$ cat src/rtl/nested_expr_pkg.sv
// Shared types and constants for the nested expression sequencer.
// Holds the ALU opcode, operand-source and destination encodings, the
// microstep record, the fixed 19-step microprogram and the group layout
// helpers used by the step pointer.
package nested_expr_pkg;

    localparam int unsigned W      = 8;
    localparam int unsigned NSTEP  = 19;
    localparam int unsigned NGROUP = 4;

    typedef enum logic [1:0] {StIdle, StExec, StDone} state_e;

    typedef enum logic [2:0] {OpAdd, OpSub, OpMul, OpAnd, OpOr, OpXor, OpShl} op_e;

    typedef enum logic [2:0] {SrcA, SrcB, SrcC, SrcD, SrcE, SrcT0, SrcT1, SrcImm} src_e;

    typedef enum logic [2:0] {DstT0, DstT1, DstD1, DstD2, DstD3, DstD4} dst_e;

    typedef logic [4:0] step_t;
    typedef logic [1:0] grp_t;

    typedef struct packed {
        op_e          op;
        src_e         srca;
        src_e         srcb;
        logic [W-1:0] imm;
        dst_e         dst;
    } microstep_t;

    typedef struct packed {
        logic found;
        grp_t grp;
    } grp_sel_t;

    // Group layout: deep1 = steps 0..2, deep2 = 3..6, deep3 = 7..12, deep4 = 13..18.
    localparam microstep_t ROM [NSTEP] = '{
        // deep1
        '{OpAdd, SrcA,  SrcB,   8'h00, DstT0},
        '{OpMul, SrcT0, SrcC,   8'h00, DstT0},
        '{OpSub, SrcT0, SrcD,   8'h00, DstD1},
        // deep2
        '{OpAnd, SrcA,  SrcB,   8'h00, DstT1},
        '{OpOr,  SrcT1, SrcC,   8'h00, DstT1},
        '{OpXor, SrcT1, SrcD,   8'h00, DstT1},
        '{OpAdd, SrcT1, SrcE,   8'h00, DstD2},
        // deep3
        '{OpAdd, SrcA,  SrcB,   8'h00, DstT0},
        '{OpSub, SrcC,  SrcD,   8'h00, DstT1},
        '{OpMul, SrcT0, SrcT1,  8'h00, DstT0},
        '{OpAnd, SrcE,  SrcImm, 8'h0F, DstT1},
        '{OpShl, SrcT1, SrcImm, 8'h02, DstT1},
        '{OpAdd, SrcT0, SrcT1,  8'h00, DstD3},
        // deep4
        '{OpShl, SrcB,  SrcImm, 8'h01, DstT0},
        '{OpAdd, SrcA,  SrcT0,  8'h00, DstT0},
        '{OpAnd, SrcT0, SrcImm, 8'hFE, DstT0},
        '{OpSub, SrcC,  SrcD,   8'h00, DstT1},
        '{OpAnd, SrcT1, SrcImm, 8'h01, DstT1},
        '{OpOr,  SrcT0, SrcT1,  8'h00, DstD4}
    };

    function automatic step_t group_start(grp_t g);
        step_t s;
        unique case (g)
            2'd0: s = 5'd0;
            2'd1: s = 5'd3;
            2'd2: s = 5'd7;
            2'd3: s = 5'd13;
        endcase
        return s;
    endfunction

    function automatic step_t group_last(grp_t g);
        step_t s;
        unique case (g)
            2'd0: s = 5'd2;
            2'd1: s = 5'd6;
            2'd2: s = 5'd12;
            2'd3: s = 5'd18;
        endcase
        return s;
    endfunction

    // Lowest enabled group with index >= from; found=0 when none remain.
    // from is 3 bits so that "past the last group" (4) is representable.
    function automatic grp_sel_t first_enabled(logic [3:0] sel, logic [2:0] from);
        grp_sel_t r;
        r.found = 1'b0;
        r.grp   = '0;
        for (int g = NGROUP - 1; g >= 0; g--) begin
            if (sel[g] && (3'(g) >= from)) begin
                r.found = 1'b1;
                r.grp   = grp_t'(g);
            end
        end
        return r;
    endfunction

endpackage

$ cat src/rtl/shared_alu8.sv
// Purely combinational 8-bit ALU shared by every microstep.
// Ports:
//   op     - operation select
//   x, y   - operands
//   result - op(x, y), modulo 2^W (mul keeps the low W bits, shl zero-fills)
module shared_alu8
    import nested_expr_pkg::*;
(
    input  op_e          op,
    input  logic [W-1:0] x,
    input  logic [W-1:0] y,
    output logic [W-1:0] result
);

    always_comb begin
        result = '0;
        case (op)
            OpAdd:   result = x + y;
            OpSub:   result = x - y;
            OpMul:   result = x * y;
            OpAnd:   result = x & y;
            OpOr:    result = x | y;
            OpXor:   result = x ^ y;
            OpShl:   result = x << y;
            default: result = '0;
        endcase
    end

endmodule

$ cat src/rtl/nested_expr_sequencer.sv
// Multi-cycle evaluator for deep1..deep4 using one shared ALU driven by a
// fixed microprogram, one microstep per cycle. Groups not selected by sel
// are skipped without spending cycles.
// Ports:
//   clk, rst            - clock, asynchronous active-high reset
//   in_valid/in_ready   - operand handshake (a..e, sel captured on accept)
//   a, b, c, d, e       - operands
//   sel                 - group enables: bit0 deep1 .. bit3 deep4
//   out_valid/out_ready - result handshake
//   deep1..deep4        - results, held stable while out_valid
//   busy                - high while executing or holding results
module nested_expr_sequencer
    import nested_expr_pkg::*;
(
    input  logic         clk,
    input  logic         rst,
    input  logic         in_valid,
    output logic         in_ready,
    input  logic [W-1:0] a,
    input  logic [W-1:0] b,
    input  logic [W-1:0] c,
    input  logic [W-1:0] d,
    input  logic [W-1:0] e,
    input  logic [3:0]   sel,
    output logic         out_valid,
    input  logic         out_ready,
    output logic [W-1:0] deep1,
    output logic [W-1:0] deep2,
    output logic [W-1:0] deep3,
    output logic [W-1:0] deep4,
    output logic         busy
);

    state_e       state_q, state_d;
    step_t        ptr_q, ptr_d;
    grp_t         grp_q, grp_d;
    logic [3:0]   sel_q, sel_d;
    logic [W-1:0] a_q, a_d, b_q, b_d, c_q, c_d, d_q, d_d, e_q, e_d;
    logic [W-1:0] t0_q, t0_d, t1_q, t1_d;
    logic [W-1:0] deep1_q, deep1_d, deep2_q, deep2_d;
    logic [W-1:0] deep3_q, deep3_d, deep4_q, deep4_d;

    microstep_t   ms;
    logic [W-1:0] srcval [8];
    logic [W-1:0] alu_x, alu_y, alu_res;
    grp_sel_t     nxt;

    assign ms = ROM[ptr_q];

    // Operand read ports indexed directly by the src_e encoding.
    always_comb begin
        srcval[SrcA]   = a_q;
        srcval[SrcB]   = b_q;
        srcval[SrcC]   = c_q;
        srcval[SrcD]   = d_q;
        srcval[SrcE]   = e_q;
        srcval[SrcT0]  = t0_q;
        srcval[SrcT1]  = t1_q;
        srcval[SrcImm] = ms.imm;
    end

    assign alu_x = srcval[ms.srca];
    assign alu_y = srcval[ms.srcb];

    shared_alu8 u_alu (
        .op     (ms.op),
        .x      (alu_x),
        .y      (alu_y),
        .result (alu_res)
    );

    always_comb begin
        state_d = state_q;
        ptr_d   = ptr_q;
        grp_d   = grp_q;
        sel_d   = sel_q;
        a_d     = a_q;
        b_d     = b_q;
        c_d     = c_q;
        d_d     = d_q;
        e_d     = e_q;
        t0_d    = t0_q;
        t1_d    = t1_q;
        deep1_d = deep1_q;
        deep2_d = deep2_q;
        deep3_d = deep3_q;
        deep4_d = deep4_q;
        nxt     = '0;

        unique case (state_q)
            StIdle: begin
                if (in_valid) begin
                    a_d     = a;
                    b_d     = b;
                    c_d     = c;
                    d_d     = d;
                    e_d     = e;
                    sel_d   = sel;
                    deep1_d = '0;
                    deep2_d = '0;
                    deep3_d = '0;
                    deep4_d = '0;
                    nxt     = first_enabled(sel, 3'd0);
                    if (nxt.found) begin
                        ptr_d   = group_start(nxt.grp);
                        grp_d   = nxt.grp;
                        state_d = StExec;
                    end else begin
                        state_d = StDone;
                    end
                end
            end

            StExec: begin
                case (ms.dst)
                    DstT0:   t0_d    = alu_res;
                    DstT1:   t1_d    = alu_res;
                    DstD1:   deep1_d = alu_res;
                    DstD2:   deep2_d = alu_res;
                    DstD3:   deep3_d = alu_res;
                    DstD4:   deep4_d = alu_res;
                    default: ;
                endcase
                if (ptr_q == group_last(grp_q)) begin
                    nxt = first_enabled(sel_q, {1'b0, grp_q} + 3'd1);
                    if (nxt.found) begin
                        ptr_d = group_start(nxt.grp);
                        grp_d = nxt.grp;
                    end else begin
                        state_d = StDone;
                    end
                end else begin
                    ptr_d = ptr_q + 5'd1;
                end
            end

            StDone: begin
                if (out_ready) begin
                    state_d = StIdle;
                end
            end

            default: state_d = StIdle;
        endcase
    end

    always_ff @(posedge clk or posedge rst) begin
        if (rst) begin
            state_q <= StIdle;
            ptr_q   <= '0;
            grp_q   <= '0;
            sel_q   <= '0;
            a_q     <= '0;
            b_q     <= '0;
            c_q     <= '0;
            d_q     <= '0;
            e_q     <= '0;
            t0_q    <= '0;
            t1_q    <= '0;
            deep1_q <= '0;
            deep2_q <= '0;
            deep3_q <= '0;
            deep4_q <= '0;
        end else begin
            state_q <= state_d;
            ptr_q   <= ptr_d;
            grp_q   <= grp_d;
            sel_q   <= sel_d;
            a_q     <= a_d;
            b_q     <= b_d;
            c_q     <= c_d;
            d_q     <= d_d;
            e_q     <= e_d;
            t0_q    <= t0_d;
            t1_q    <= t1_d;
            deep1_q <= deep1_d;
            deep2_q <= deep2_d;
            deep3_q <= deep3_d;
            deep4_q <= deep4_d;
        end
    end

    assign in_ready  = (state_q == StIdle);
    assign out_valid = (state_q == StDone);
    assign busy      = (state_q != StIdle);
    assign deep1     = deep1_q;
    assign deep2     = deep2_q;
    assign deep3     = deep3_q;
    assign deep4     = deep4_q;

endmodule

$ cat config.mk
export PLATFORM = sky130hd
export DESIGN_NAME = nested_expr_sequencer
export DESIGN_NICKNAME = d
export VERILOG_FILES = /design/src/rtl/nested_expr_pkg.sv /design/src/rtl/shared_alu8.sv /design/src/rtl/nested_expr_sequencer.sv
export SDC_FILE = /design/constraint.sdc
export NUM_CORES = 1
export LEC_CHECK = 0
export CAP_MARGIN = 20
export CELL_PAD_IN_SITES_DETAIL_PLACEMENT = 1
export CELL_PAD_IN_SITES_GLOBAL_PLACEMENT = 1
export CORE_ASPECT_RATIO = 0.6
export CORE_MARGIN = 2
export CORE_UTILIZATION = 40
export CTS_CLUSTER_SIZE = 14
export DETAILED_ROUTE_END_ITERATION = 7
export GPL_TIMING_DRIVEN = 1
export PLACE_DENSITY = 0.73
export SYNTH_ARGS = -nofsm -noshare
export SYNTH_HDL_FRONTEND = slang
export SYNTH_SLANG_ARGS = --single-unit
$ cat constraint.sdc
create_clock -name clk -period 19.5 [get_ports clk]
set_input_delay 2.925 -clock clk [delete_from_list [all_inputs] [get_ports clk]]
set_output_delay 2.925 -clock clk [all_outputs]
set_load 0.05 [all_outputs]
After elaboration in Yosys (flattened, before gate mapping). Memory sizes are Yosys's and may differ from the RTL's. Cells that the tools add are included.

Register bits after elaboration: 101. ROM bits: 640. Input port bits: 48. Memories kept: 1.

Memory list: (name not given) (words 32, width 20, rd ports 1, clocked after memory_dff 0, wr ports 0, RTL line nested_expr_sequencer.sv:48) `assign ms = ROM[ptr_q];`.

Add/sub/neg operators: 4. Multipliers: 1. $lt $le $gt $ge: 7. Eq/ne operators: 34. Shifts and indexed selects: 1. Mux-type cells: 50. Bitwise operators: 6. Reduce and logical (&&, ||, !) cells: 22.

Operator list (count): two-way mux 8 bit (9); case mux 8 bit (2 select lines) (4); case mux 5 bit (4 select lines) (3); case mux 8 bit (7 select lines) (1); binary-select mux 8 bit (select 3 bit) (2); two-way mux 20 bit (2); two-way mux 3 bit (12); two-way mux 5 bit (5); two-way mux 2 bit (9); == test 3 bit, second input constant (5); == test 2 bit, second input constant (7); == test 3 x 2 -> 1 bit, second input constant (4); != test 2 x 1 -> 1 bit, second input constant (6); AND reduction 3 bit (4); case mux 5 bit (2 select lines) (1); adder 8 bit (1); bitwise AND 8 bit (1); == test 2 x 1 -> 1 bit, second input constant (4); >= comparator 4 bit, second input constant (2); logical NOT 2 bit (4); multiplier 8 x 8 -> 8 bit (1); != test 2 bit, second input constant (4); NOT 3 -> 4 bit (2); OR 8 bit (1); 20 further kinds (31).

Logic depth before layout (Yosys ltp).
Depth after elaboration: 14. Gate-level depth with buffers: 30. Depth with buffers taken out: 25.

By module. Synthesis repeated with hierarchy kept, for this count alone.

Cells, all modules: 809. Area total of the unflattened synthesis: 8226.6 um^2.

By module, submodules not included: nested_expr_sequencer (times used 1, cells each 526, area each 6129.6 um^2, sequential area each 2527.4 um^2); shared_alu8 (times used 1, cells each 283, area each 2097.0 um^2, sequential area each 0.0 um^2).

Worst setup path before layout. OpenSTA, ideal clock, no wires.

Path kind: register to register. Start point: reg ptr_q[1]. End point: reg deep2_q[7], in the netlist deep2[7]. Arrival time: 6.273 ns. Data required time: 19.344 ns. Slack: 13.071 ns. Stages on the path, launching flop included: 27. Path buffers: 4. Period minus slack after synthesis: 6.429 ns. Path through: dfrtp_1 > clkbuf_1 > inv_1 > ha_1 > mux2i_1 > o311a_1 > buf_4 > buf_4 > mux2i_1 > mux2i_1 > mux2i_1 > buf_2 > nor2_1 > fa_1 > fa_1 > ha_1 > inv_1 > fa_1 > inv_1 > ha_1 > a21o_1 > a21oi_1 > xnor2_1 > xnor2_1 > xnor3_1 > mux2i_2 > a41oi_1.

Longest elaborated chain between the ends: 12.

RTL lines: start, declared (RTL line nested_expr_sequencer.sv:35) `step_t ptr_q, ptr_d;`; start signal, assigned (RTL line nested_expr_sequencer.sv:166) `ptr_q <= ptr_d;`; NOT 5 -> 6 bit (not written as such) * (RTL line nested_expr_sequencer.sv:48); memory (32 x 20 bit) *; two-way mux 20 bit (not written as such) * (2 in a row) (RTL line nested_expr_sequencer.sv:48); NOT 3 -> 4 bit, on equally long branches (RTL line nested_expr_sequencer.sv:62, nested_expr_sequencer.sv:63); binary-select mux 8 bit (select 3 bit), on equally long branches (RTL line nested_expr_sequencer.sv:62, nested_expr_sequencer.sv:63); two-way mux 8 bit, on equally long branches (2 in a row) (RTL line nested_expr_sequencer.sv:62, nested_expr_sequencer.sv:63); multiplier 8 x 8 -> 8 bit (tied with other cells) (RTL line shared_alu8.sv:20) `OpMul: result = x * y;`; case mux 8 bit (7 select lines) (RTL line shared_alu8.sv:17) `case (op)`; two-way mux 8 bit (RTL line nested_expr_sequencer.sv:115) `case (ms.dst)`; case mux 8 bit (2 select lines) (RTL line nested_expr_sequencer.sv:90) `unique case (state_q)`; end signal, assigned (RTL line nested_expr_sequencer.sv:177) `deep2_q <= deep2_d;`; end, declared (RTL line nested_expr_sequencer.sv:40) `logic [W-1:0] deep1_q, deep1_d, deep2_q, deep2_d;`.

Every way passes the cells marked *; elsewhere a longest branch is shown, timed or not. The select of a mux whose other input is x is not followed. A chain may end at the register's enable or synchronous reset.

Final worst setup path. Same ends and word-level chain as after synthesis.

==> metrics.md <==
| Metric | Value |
|---|---|
| Crit share post-route | 39.3% |
| All-Layer GR Usage | 24.9% |
| Worst Setup SP | ptr_q[1]$_DFFE_PP0P_ |
| FP Rows | 40 |
| Post-synthesis async set-or-reset flop share | 100% |
| Post-DP HPWL | 19700 um |
| Clock root cell | clkbuf_16 |
| Wire per inst | 21.1 um |
| Post-synthesis cell type count | 71 |
| Most frequent cell after synthesis | nand2_1 |
| Synthesized cell area | a little over 8000 um2 |
| Final setup fails | 0 |
| Post-CTS resize count | 0 |
| Number of detailed-route iterations in the first pass | 5 |
| Height of the die | 114 um |
| Area grow syn2layout | 16.8% |
| WHS Endpoint | deep4[3]$_DFFE_PP0P_ |
| Clk sinks | between 100 and 150 |
| # fillers | between 2k and 2.5k |
| Core area | 19900 um2 |
| Hold_sp | deep4[3]$_DFFE_PP0P_ |
| Die W | 187 um |
| Worst-margin pin slew | 1.14 ns |
| Final Skew | 0.00948 ns |
| Buffer levels on the longest clock path | 2 |
| Total number of vias | 6922 |
| Post-CTS setup buffer count | 0 |
| Antenna diodes | 0 |
| Initial antenna violation count | 0 |
| Reg2Reg Capture Point | deep2[7]$_DFFE_PP0P_ |
| Synth top cells by count | nand2_1 (104), dfrtp_1 (101), nor2_1 (74), inv_1 (66), mux2_2 (64) |
| Worst-path clk slew | 0.08 ns |
| Nets | 1060 |
| Final Cell Area | 9420 um2 |
| EDFF count, synth | 0 |
| Flops & latches, synth | 101 |
| TritonCTS clock tree | built |
| Hold Path Class | reg2reg |
| Crit path launch type | flip-flop |
| Setup_tns | 0 ns |
| Synth area leaders | dfrtp_1 (31%), ha_1 (9.3%), mux2_2 (8.9%) |
| Final GP Congestion | 0.908 |
| Slew Viols, Final | 0 |
| Post-synthesis sequential area ratio | 31.3% |
| CTS Hold Bufs | 0 |
| Port bufs | around 80 |
| Layout cells sized above 1 | 12.7% |
| Io pins | 83 |
| Max-Cap Viols | 0 |
| DRT antenna net count | 0 |
| Gr ovfl total | 0 |
| H-tree depth | 3 |
| Setup CP Type | reg2reg |
| First-pass GRT wire length | between 40000 and 50000 um |
| Initial Util | 40.6% |
| Fmax | 131 MHz |
| Hold Fails Final Rpt | 0 |
| Critical Path RT | 19.70 ns |
| Worst hold stages | 2 |
| Clk_lat worst skew | 0.37 ns |
| Vias per std cell | approximately 5.7 |
| R2R cell count | 21 |
| Slew HR | 23.4% |
| Starting DRC count in detailed routing | 659 |
| Top cell type's share of synthesized area | approximately a third |
| CP Data Arrival Time | slightly below 8 ns |
| Fin crit period | 7.66 ns |
| Final WL | around 26000 um |
| Unrepaired setup endpoints after global routing | no |
| Synth Area per Inst | 9.23 um2 |
| Synth Net Count | 995 |
| TritonCTS Buffers | 9 |
| Maximum fanout along the worst path | 31 |
| Largest net degree at the start of global routing | 75 |
| FF-to-FF Start | ptr_q[1]$_DFFE_PP0P_ |
| Vias in the first global route | 6992 |
| Mapped Cells | 874 |
| Dpl cell area | 9100 um2 |
| Yosys top cell by area | dfrtp_1 |
| Number of synthesis warnings | 0 |
| # DRC | 0 |
| Predominant post-synthesis flop cell | dfrtp_1 |
| Full die area | 21300 um2 |
| R2R setup slack | 11.84 ns |
| CP Capture Type | flip-flop |
| Status | completed |
[sequential cells by signal (all words and copies together), names as in the netlist]
signal	cells
a_q	8
t1_q	8
t0_q	8
sel_q	4
d_q	8
b_q	8
deep2	8
deep1	8
c_q	8
grp_q	2
ptr_q	5
e_q	8
deep4	8
deep3	8
state_q	2
[stage by stage]
stage | instances | setup WS (ns) | hold WS [ns] | util (%)
3_3_place_gp | 1201 | 12.12 | 0.462 | 45.8
5_1_grt | 1217 | 11.40 | 0.520 | 47.4
4_1_cts | 1217 | 11.84 | 0.487 | 47.4
2_1_floorplan | 874 | 13.07 | 0.444 | -
3_5_place_dp | 1201 | 11.86 | 0.469 | 45.8
6_report | 1217 | 11.84 | 0.481 | 47.4
[routing by layer]
layer  up-vias  global-route usage, %  share of wire [%]
li1       3204                      -                  -
met1      3462                   40.2                 52
met2       238                   34.8                 40
met3        18                   4.46                7.0
met4         0                   3.07               0.62
met5         -                      0                  0
[layout make-up]
| type | instances | area (um2) | area share, % |
|---|---|---|---|
| clock buffer | 10 | 239 | 2.54 |
| timing repair buffer | 96 | 926 | 9.83 |
| multi-input combinational | 663 | 5040 | 53.6 |
| sequential | 101 | 2530 | 26.8 |
| inverter | 68 | 260 | 2.76 |
| tap | 273 | 342 | 3.63 |
| clock inverter | 6 | 80.1 | 0.850 |
[cells by family after synthesis]
| family | Yosys count | synth area share [%] |
|---|---|---|
| compound gates | 194 | 16.6 |
| xor+xnor | 30 | 3.60 |
| fa+ha+maj | 73 | 12.5 |
| buf+inv | 110 | 6.13 |
| flops | 101 | 31.3 |
| mux | 114 | 15.9 |
| simple gates | 252 | 13.9 |
[worst max path at each step]
stage / endpoint / slack (ns) / depth (start not counted)
after floorplan: deep2[7]$_DFFE_PP0P_ / 13.07 / 26
after global placement: deep2[7]$_DFFE_PP0P_ / 12.12 / 21
after detailed placement: deep2[7]$_DFFE_PP0P_ / 11.86 / 21
after CTS: deep2[7]$_DFFE_PP0P_ / 11.84 / 21
after global routing: deep2[7]$_DFFE_PP0P_ / 11.40 / 21
final: deep2[7]$_DFFE_PP0P_ / 11.84 / 21
[cells in the final DEF, fill, tap and decap left out, drive strengths merged, types with 4 or more instances in the layout]
cell type      Yosys  routed
a211oi             7       7
a21o               6       6
a21oi             42      42
a22oi             18      18
a31oi              9       9
a32oi             16      16
and2               6       6
buf               29      14
clkbuf            13      10
clkdlybuf4s50      0      82
dfrtp            101     101
fa                13      13
ha                60      60
inv               68      70
mux2              65      65
mux2i             45      45
mux4               4       4
nand2            106     106
nand2b            11      11
nand3             27      27
nor2              75      75
nor2b              8       8
nor3               4       4
o211ai             5       5
o21ai             51      51
o22ai              5       5
o31ai              4       4
or3                4       4
xnor2             21      21
xor2               7       7
[worst max-delay path, stage by stage (launching register included)]
cell and delay [ns]:
dfrtp_1 0.61, inv_1 0.24, ha_1 0.42, mux2i_1 0.19
o311a_2 0.82, mux4_2 0.63, mux2i_2 0.58, nor2_1 0.13
fa_1 0.44, fa_1 0.49, ha_1 0.30, inv_1 0.05
fa_1 0.52, inv_1 0.04, ha_1 0.33, a21o_1 0.20
a21oi_1 0.21, xnor2_1 0.18, xnor2_1 0.17, xnor3_1 0.36
mux2i_2 0.40, a41oi_1 0.17
Power is not shown: default switching activity piles up to over one toggle a cycle in this logic, so the estimate is an artifact.
